$ cat config.mk
export PLATFORM = sky130hd
export DESIGN_NAME = spi_dac_slave_flat
export DESIGN_NICKNAME = d
export VERILOG_FILES = /design/src/rtl/spi_dac_if.sv /design/src/rtl/spi_dac_slave.sv /design/src/flat_wrapper.sv
export SDC_FILE = /design/constraint.sdc
export NUM_CORES = 1
export LEC_CHECK = 0
export ABC_CLOCK_PERIOD_IN_PS = 2900
export CORE_MARGIN = 2
export CORE_UTILIZATION = 57
export CTS_BUF_LIST = sky130_fd_sc_hd__clkbuf_4 sky130_fd_sc_hd__clkbuf_8 sky130_fd_sc_hd__clkbuf_16
export CTS_CLUSTER_SIZE = 20
export DETAILED_ROUTE_END_ITERATION = 10
export PLACE_DENSITY = 0.83
export REMOVE_ABC_BUFFERS = 1
export SETUP_SLACK_MARGIN = 0.5
export SYNTH_ARGS = -nofsm -noshare
export SYNTH_HDL_FRONTEND = slang
export SYNTH_SLANG_ARGS = --single-unit
$ cat constraint.sdc
create_clock -name sys_clk_50m -period 2.9 [get_ports sys_clk_50m]
set_clock_uncertainty 0.05 [all_clocks]
set_input_delay 0.435 -clock sys_clk_50m [delete_from_list [all_inputs] [get_ports sys_clk_50m]]
set_output_delay 0.435 -clock sys_clk_50m [all_outputs]
set_load 0.02 [all_outputs]
$ cat src/rtl/spi_dac_if.sv
// SPI link between the Nios-side master and the DAC-model responder.
interface spi_dac_if;
    logic spi_sclk;
    logic spi_ss_n;
    logic spi_mosi;
    logic spi_miso;

    modport master (
        output spi_sclk,
        output spi_ss_n,
        output spi_mosi,
        input  spi_miso
    );

    modport slave (
        input  spi_sclk,
        input  spi_ss_n,
        input  spi_mosi,
        output spi_miso
    );
endinterface

$ cat src/rtl/spi_dac_slave.sv
// DAC-end SPI responder: oversampled frame decode, input/DAC register file,
// LDAC transfer, level clear and register readback on MISO.
module spi_dac_slave #(
    parameter int unsigned NUM_CH     = 4,
    parameter int unsigned FRAME_BITS = 24,
    parameter logic [15:0] CLR_CODE   = 16'h8000
) (
    input  logic                   sys_clk_50m,
    input  logic                   rst_n,
    spi_dac_if.slave               spi,
    input  logic                   ldac_n,
    input  logic                   clr_n,
    output logic [NUM_CH*16-1:0]   dac_code,
    output logic                   frame_valid,
    output logic [3:0]             frame_cmd,
    output logic [3:0]             frame_addr,
    output logic [15:0]            frame_data,
    output logic                   frame_err,
    output logic [7:0]             err_cnt
);

    localparam int unsigned CNT_W    = $clog2(FRAME_BITS + 2);
    localparam logic [CNT_W-1:0] CNT_FULL = CNT_W'(FRAME_BITS);
    localparam logic [CNT_W-1:0] CNT_MAX  = CNT_W'(FRAME_BITS + 1);

    localparam logic [3:0] CMD_WR_IN   = 4'h1;
    localparam logic [3:0] CMD_WR_BOTH = 4'h2;
    localparam logic [3:0] CMD_RD_SEL  = 4'h9;

    // Synchroniser bit positions and their reset levels (mosi idles low).
    localparam int unsigned S_SCLK = 0;
    localparam int unsigned S_SS   = 1;
    localparam int unsigned S_LDAC = 2;
    localparam int unsigned S_CLR  = 3;
    localparam int unsigned S_MOSI = 4;
    localparam logic [4:0]  SYNC_RST = 5'b01111;

    typedef enum logic [1:0] {IDLE, SHIFT, DONE} state_t;

    logic [4:0]            sync1_q, sync2_q;
    logic                  sclk_dly_q, ss_dly_q, ldac_dly_q;
    logic                  sclk_rise, sclk_fall, ss_rise, ss_fall, ldac_fall;

    state_t                state_q, state_d;
    logic [CNT_W-1:0]      bit_cnt_q, bit_cnt_d;
    logic [FRAME_BITS-1:0] rx_q, rx_d;
    logic [FRAME_BITS-2:0] tx_q, tx_d;
    logic                  miso_q, miso_d;
    logic                  frame_valid_q, frame_valid_d;
    logic                  frame_err_q, frame_err_d;
    logic [3:0]            frame_cmd_q, frame_cmd_d;
    logic [3:0]            frame_addr_q, frame_addr_d;
    logic [15:0]           frame_data_q, frame_data_d;
    logic [7:0]            err_cnt_q, err_cnt_d;

    logic [15:0]           in_q [NUM_CH];
    logic [15:0]           in_d [NUM_CH];
    logic [15:0]           dac_q [NUM_CH];
    logic [15:0]           dac_d [NUM_CH];
    logic [3:0]            rd_addr_q, rd_addr_d;

    logic [15:0]           rd_data_c;
    logic [FRAME_BITS-1:0] tx_load_c;

    // Two-stage synchronisers plus one delay stage for edge detection.
    always_ff @(posedge sys_clk_50m or negedge rst_n) begin
        if (!rst_n) begin
            sync1_q    <= SYNC_RST;
            sync2_q    <= SYNC_RST;
            sclk_dly_q <= 1'b1;
            ss_dly_q   <= 1'b1;
            ldac_dly_q <= 1'b1;
        end else begin
            sync1_q    <= {spi.spi_mosi, clr_n, ldac_n, spi.spi_ss_n, spi.spi_sclk};
            sync2_q    <= sync1_q;
            sclk_dly_q <= sync2_q[S_SCLK];
            ss_dly_q   <= sync2_q[S_SS];
            ldac_dly_q <= sync2_q[S_LDAC];
        end
    end

    assign sclk_rise = sync2_q[S_SCLK] & ~sclk_dly_q;
    assign sclk_fall = ~sync2_q[S_SCLK] & sclk_dly_q;
    assign ss_rise   = sync2_q[S_SS] & ~ss_dly_q;
    assign ss_fall   = ~sync2_q[S_SS] & ss_dly_q;
    assign ldac_fall = ~sync2_q[S_LDAC] & ldac_dly_q;

    // Readback mux: selected input register for the next MISO frame.
    always_comb begin
        rd_data_c = 16'h0000;
        for (int k = 0; k < NUM_CH; k++) begin
            if (rd_addr_q == 4'(k)) rd_data_c = in_q[k];
        end
    end

    assign tx_load_c = FRAME_BITS'({4'hA, rd_addr_q, rd_data_c});

    // Frame FSM state and shift/report registers.
    always_ff @(posedge sys_clk_50m or negedge rst_n) begin
        if (!rst_n) begin
            state_q       <= IDLE;
            bit_cnt_q     <= '0;
            rx_q          <= '0;
            tx_q          <= '0;
            miso_q        <= 1'b0;
            frame_valid_q <= 1'b0;
            frame_err_q   <= 1'b0;
            frame_cmd_q   <= 4'h0;
            frame_addr_q  <= 4'h0;
            frame_data_q  <= 16'h0000;
            err_cnt_q     <= 8'h00;
        end else begin
            state_q       <= state_d;
            bit_cnt_q     <= bit_cnt_d;
            rx_q          <= rx_d;
            tx_q          <= tx_d;
            miso_q        <= miso_d;
            frame_valid_q <= frame_valid_d;
            frame_err_q   <= frame_err_d;
            frame_cmd_q   <= frame_cmd_d;
            frame_addr_q  <= frame_addr_d;
            frame_data_q  <= frame_data_d;
            err_cnt_q     <= err_cnt_d;
        end
    end

    // Frame FSM next state: shift on sclk edges, judge frame length at the end.
    always_comb begin
        state_d       = state_q;
        bit_cnt_d     = bit_cnt_q;
        rx_d          = rx_q;
        tx_d          = tx_q;
        miso_d        = miso_q;
        frame_valid_d = 1'b0;
        frame_err_d   = 1'b0;
        frame_cmd_d   = frame_cmd_q;
        frame_addr_d  = frame_addr_q;
        frame_data_d  = frame_data_q;
        err_cnt_d     = err_cnt_q;

        case (state_q)
            IDLE: begin
                miso_d = 1'b0;
                if (ss_fall) begin
                    state_d   = SHIFT;
                    bit_cnt_d = '0;
                    rx_d      = '0;
                    miso_d    = tx_load_c[FRAME_BITS-1];
                    tx_d      = tx_load_c[FRAME_BITS-2:0];
                end
            end
            SHIFT: begin
                if (ss_rise) begin
                    state_d = DONE;
                    miso_d  = 1'b0;
                end else begin
                    if (sclk_rise) begin
                        rx_d = {rx_q[FRAME_BITS-2:0], sync2_q[S_MOSI]};
                        if (bit_cnt_q != CNT_MAX) bit_cnt_d = bit_cnt_q + CNT_W'(1);
                    end
                    if (sclk_fall) begin
                        miso_d = tx_q[FRAME_BITS-2];
                        tx_d   = {tx_q[FRAME_BITS-3:0], 1'b0};
                    end
                end
            end
            DONE: begin
                state_d = IDLE;
                miso_d  = 1'b0;
                if (bit_cnt_q == CNT_FULL) begin
                    frame_valid_d = 1'b1;
                    frame_cmd_d   = rx_q[FRAME_BITS-1 -: 4];
                    frame_addr_d  = rx_q[FRAME_BITS-5 -: 4];
                    frame_data_d  = rx_q[15:0];
                end else begin
                    frame_err_d = 1'b1;
                    if (err_cnt_q != 8'hFF) err_cnt_d = err_cnt_q + 8'd1;
                end
            end
            default: state_d = IDLE;
        endcase
    end

    // Register file: command writes, then LDAC copy, with clear overriding both.
    always_comb begin
        in_d      = in_q;
        dac_d     = dac_q;
        rd_addr_d = rd_addr_q;

        if (frame_valid_q) begin
            for (int k = 0; k < NUM_CH; k++) begin
                if (frame_addr_q == 4'(k)) begin
                    if (frame_cmd_q == CMD_WR_IN || frame_cmd_q == CMD_WR_BOTH) in_d[k] = frame_data_q;
                    if (frame_cmd_q == CMD_WR_BOTH) dac_d[k] = frame_data_q;
                end
            end
            if (frame_cmd_q == CMD_RD_SEL && 32'(frame_addr_q) < NUM_CH) rd_addr_d = frame_addr_q;
        end

        if (ldac_fall) dac_d = in_d;

        if (!sync2_q[S_CLR]) begin
            for (int k = 0; k < NUM_CH; k++) begin
                in_d[k]  = CLR_CODE;
                dac_d[k] = CLR_CODE;
            end
        end
    end

    // Register file state.
    always_ff @(posedge sys_clk_50m or negedge rst_n) begin
        if (!rst_n) begin
            for (int k = 0; k < NUM_CH; k++) begin
                in_q[k]  <= CLR_CODE;
                dac_q[k] <= CLR_CODE;
            end
            rd_addr_q <= 4'h0;
        end else begin
            in_q      <= in_d;
            dac_q     <= dac_d;
            rd_addr_q <= rd_addr_d;
        end
    end

    for (genvar g = 0; g < NUM_CH; g++) begin : g_dac
        assign dac_code[16*g +: 16] = dac_q[g];
    end

    assign spi.spi_miso = miso_q;
    assign frame_valid  = frame_valid_q;
    assign frame_err    = frame_err_q;
    assign frame_cmd    = frame_cmd_q;
    assign frame_addr   = frame_addr_q;
    assign frame_data   = frame_data_q;
    assign err_cnt      = err_cnt_q;

endmodule
$ cat src/flat_wrapper.sv
// flat-port wrapper written by rule: the top's interface ports become plain ports
module spi_dac_slave_flat 
#(
    parameter int unsigned NUM_CH     = 4,
    parameter int unsigned FRAME_BITS = 24,
    parameter logic [15:0] CLR_CODE   = 16'h8000
)
  (sys_clk_50m, rst_n, ldac_n, clr_n, dac_code, frame_valid, frame_cmd, frame_addr, frame_data, frame_err, err_cnt, spi_spi_sclk, spi_spi_ss_n, spi_spi_mosi, spi_spi_miso);
  spi_dac_if spi_i ();
  input  logic sys_clk_50m;
  input  logic rst_n;
  input  logic ldac_n;
  input  logic clr_n;
  output logic [NUM_CH*16-1:0] dac_code;
  output logic frame_valid;
  output logic [3:0] frame_cmd;
  output logic [3:0] frame_addr;
  output logic [15:0] frame_data;
  output logic frame_err;
  output logic [7:0] err_cnt;
  input wire logic [$bits(spi_i.spi_sclk)-1:0] spi_spi_sclk;
  input wire logic [$bits(spi_i.spi_ss_n)-1:0] spi_spi_ss_n;
  input wire logic [$bits(spi_i.spi_mosi)-1:0] spi_spi_mosi;
  output wire logic [$bits(spi_i.spi_miso)-1:0] spi_spi_miso;
  assign spi_i.spi_sclk = spi_spi_sclk;
  assign spi_i.spi_ss_n = spi_spi_ss_n;
  assign spi_i.spi_mosi = spi_spi_mosi;
  assign spi_spi_miso = spi_i.spi_miso;
  spi_dac_slave #(.NUM_CH(NUM_CH), .FRAME_BITS(FRAME_BITS), .CLR_CODE(CLR_CODE)) u_core (.sys_clk_50m(sys_clk_50m), .rst_n(rst_n), .spi(spi_i), .ldac_n(ldac_n), .clr_n(clr_n), .dac_code(dac_code), .frame_valid(frame_valid), .frame_cmd(frame_cmd), .frame_addr(frame_addr), .frame_data(frame_data), .frame_err(frame_err), .err_cnt(err_cnt));
endmodule
==> impl_metrics.py <==
metrics = {
    "layout": {
        "area_growth_pct": 20.0,
        "n_antenna_cell": 0,
        "fin_nets": 984,
        "drive_above_1_share": 0.127,
    },
    "route": {
        "routed_via_density": 6.14,
        "drc": 0,
        "routed_wl_um": 25800,
        "drt_first_pass_iters": 5,
        "drt.antenna.violating_nets": 0,
        "dr.first_iter.drc_count": 610,
        "route.vias.total": 7460,
        "route.detailed.wl_per_inst_um": 21.2,
    },
    "floorplanning": {
        "die_height_um": 139,
        "num_io_pins": 106,
        "core_area_um2": 17900,
        "rows": 49,
        "fp.dieW_um": 139,
        "fp.dieArea_um2": 19300,
        "initial_core_util": 0.579,
    },
    "logic_synthesis": {
        "synth.cell_area_um2": 10400,
        "synth_flop_type": "dfrtp_1",
        "yosysTopAreaCellShare": 0.519,
        "cell_with_the_most_instances_after_synthesis": "dfrtp_1",
        "ys_top_cells_by_area": "dfrtp_1, mux2i_1, dfstp_2",
        "synth_edf_count": 0,
        "yosys.area.top_type": "dfrtp_1",
        "top_cell_types_by_occurrence_after_synthesis": "dfrtp_1, mux2i_1, nor2_1, o22ai_1, clkbuf_1",
        "synth.ff_latch_count": 234,
        "synth-warning-count": 0,
        "async_set_reset_flop_share_out_of_synthesis": 1.00,
        "netlist_instances": 886,
        "synth_seq_area_share": 0.568,
        "syn-mean-instance-area_um2": 11.7,
        "number_of_distinct_library_cell_variants_in_the_gate_level_netlist_after_synthesis": 50,
    },
    "global_route": {
        "first_global_vias": 7429,
        "largest_net_degree_at_the_start_of_global_routing": 78,
        "grt_pass1_wl_um": 41200,
        "gr-usage-all-layers": 0.264,
        "grt_overflow": 0,
        "grt_antenna_before_repair": 0,
    },
    "critical_path": {
        "regToRegEndpoint": "u_core.tx_q[6]",
        "critPathKind": "flip-flop to primary output",
        "critPathCapture": "frame_addr[0]",
        "timing.critical_path.slowest_cell_delay_ns": 0.70,
        "worstRegToRegCells": 7,
        "worst-endpoint-arrival_ns": 1.85,
        "worstSetupStartpointType": "flip-flop",
        "rrSetupSlack_ns": 0.68,
        "critical_path_peak_fanout": 11,
        "worstReg2RegStart": "u_core.state_q[1]",
        "critical-path-slowest-cell": "clkdlybuf4s50_1",
        "path_depth": 1,
        "required_ns": 2.41,
        "timing.critical_path.from": "u_core.frame_addr[0]",
        "worstPathBufferInverterCount": 1,
        "setup.worst_path.end_class": "primary output",
        "timing.critical_path.max_delay_family": "buffers and inverters",
        "timing.critical_path.cells": "clkdlybuf4s50_1",
    },
    "sta": {
        "slew_headroom": 0.467,
        "unrepaired_setup_endpoints_after_global_routing": "no",
        "period_needed_ns": 2.34,
        "timing.final.setup_violations": 0,
        "fin_worst_hold_slack_ns": 0.298,
        "timing.final.max_slew_violations": 0,
        "hold_violations": 0,
        "final.period_utilization": 0.806,
        "fin_setup_tns_ns": 0,
        "worstMarginPinSlew_ns": 0.800,
        "max_clock_freq_ghz": 0.428,
        "postLayoutSetupSlackWorst_ns": 0.563,
    },
    "clocking": {
        "cts.sink_count": 234,
        "path_clk_slew_ns": 0.06,
        "h_tree_depth": 1,
        "numCtsBuffers": 23,
        "cts_tree": "built",
        "post-cts-setup-buffer-count": 0,
        "clock_root_cell": "clkbuf_16",
        "clock_insertion_delay_worst_skew_ns": 0.50,
        "ctsLongestPathBuffers": 3,
    },
    "power": {
        "leakage_nw": 5.60,
        "irDropWorstVdd_mv": 0.457,
        "pwr_density_cell_nw_per_um2": 642,
        "totalPowerFinal_mw": 7.99,
    },
    "placed_design": {
        "portBuffers": 105,
        "place.gp.congestion": 0.850,
        "placement.setup.worst_slack_ns": 0.399,
        "hpwl_um": 15700,
    },
    "outcome": {
        "status": "finished clean",
    },
    "worst_hold_path": {
        "min-delay-path-class": "flip-flop to flip-flop",
    },
    "job": {
        "max_cap_viol_count": 0,
    },
}
-- routing by layer --
metal | GRT usage | share of wire
met1 | 0.365 | 0.42
met2 | 0.435 | 0.48
met3 | 0.0407 | 0.064
met4 | 0.0872 | 0.030
met5 | 0 | 0
-- sequential cells by signal (all words and copies together) (netlist names) --
register and cells:
u_core.sclk_dly_q 1, u_core.frame_err 1, u_core.frame_cmd 4, u_core.frame_valid 1, u_core.sync1_q 5, u_core.ldac_dly_q 1
u_core.ss_dly_q 1, u_core.frame_data 16, u_core.sync2_q 5, u_core.bit_cnt_q 5, u_core.frame_addr 4, u_core.err_cnt 8
u_core.rd_addr_q 4, u_core.tx_q 23, u_core.rx_q 24, u_core.dac_code 64, u_core.spi.spi_miso 1, u_core.in_q 64
u_core.state_q 2
-- per-stage QoR --
stage	area, µm²	cells	utilization
finish	12400	1214	0.695
global route	12400	1214	0.695
CTS	12400	1214	0.695
detailed placement	11600	1172	0.650
global placement	11600	1172	0.650
floorplan	10000	811	-
-- power breakdown --
part	internal [mW]	switching, mW
combinational	0.454	0.789
clock	1.88	1.22
sequential	3.49	0.156
-- placed cells by master, fill, tap and decap left out, drive strengths merged, types with 6 or more instances in the layout --
cell type,count
inv,24
ha,8
o31ai,15
dfrtp,215
nand3,22
nand4,6
and3,6
o21ai,29
nor2,72
mux2i,159
dfstp,19
o2bb2ai,9
nor3,21
clkdlybuf4s50,104
buf,28
xor2,6
a21oi,21
a221oi,16
o22ai,60
mux2,20
nand2,37
clkbuf,34
-- cells by family after synthesis --
| group | count (synthesis) | share of synthesized area |
|---|---|---|
| compound gates | 163 | 0.103 |
| simple gates | 192 | 0.0923 |
| buf+inv | 99 | 0.0420 |
| flops | 234 | 0.568 |
| fa+ha+maj | 8 | 0.00966 |
| xor+xnor | 10 | 0.00845 |
| mux | 180 | 0.178 |
-- cell type report --
type	instances	area, µm²
sequential	234	5880
fill	1273	5470
multi-input combinational	553	4060
timing repair buffer	133	1330
clock buffer	34	677
tap	229	287
clock inverter	7	110
inverter	24	90.1
-- timing repair --
item | CTS | global route
endpoints found under the setup margin | 9 | 22
gates resized for setup | 2 | 2
hold buffers | 1 | 0
hold endpoints to repair | 45 | 0
-- worst min-delay path by stage --
stage	slack, ns	depth (start not counted)	end	from
global placement	0.29	0	u_core.sync2_q[4]	u_core.sync1_q[4]
detailed placement	0.29	0	u_core.sync2_q[4]	u_core.sync1_q[4]
global route	0.29	1	u_core.sync1_q[2]	ldac_n
floorplan	0.09	0	u_core.bit_cnt_q[0]	rst_n
CTS	0.29	1	u_core.sync1_q[0]	spi_spi_sclk
finish	0.30	0	u_core.sync2_q[4]	u_core.sync1_q[4]
Note: power is estimated with default switching activity, not from simulation.
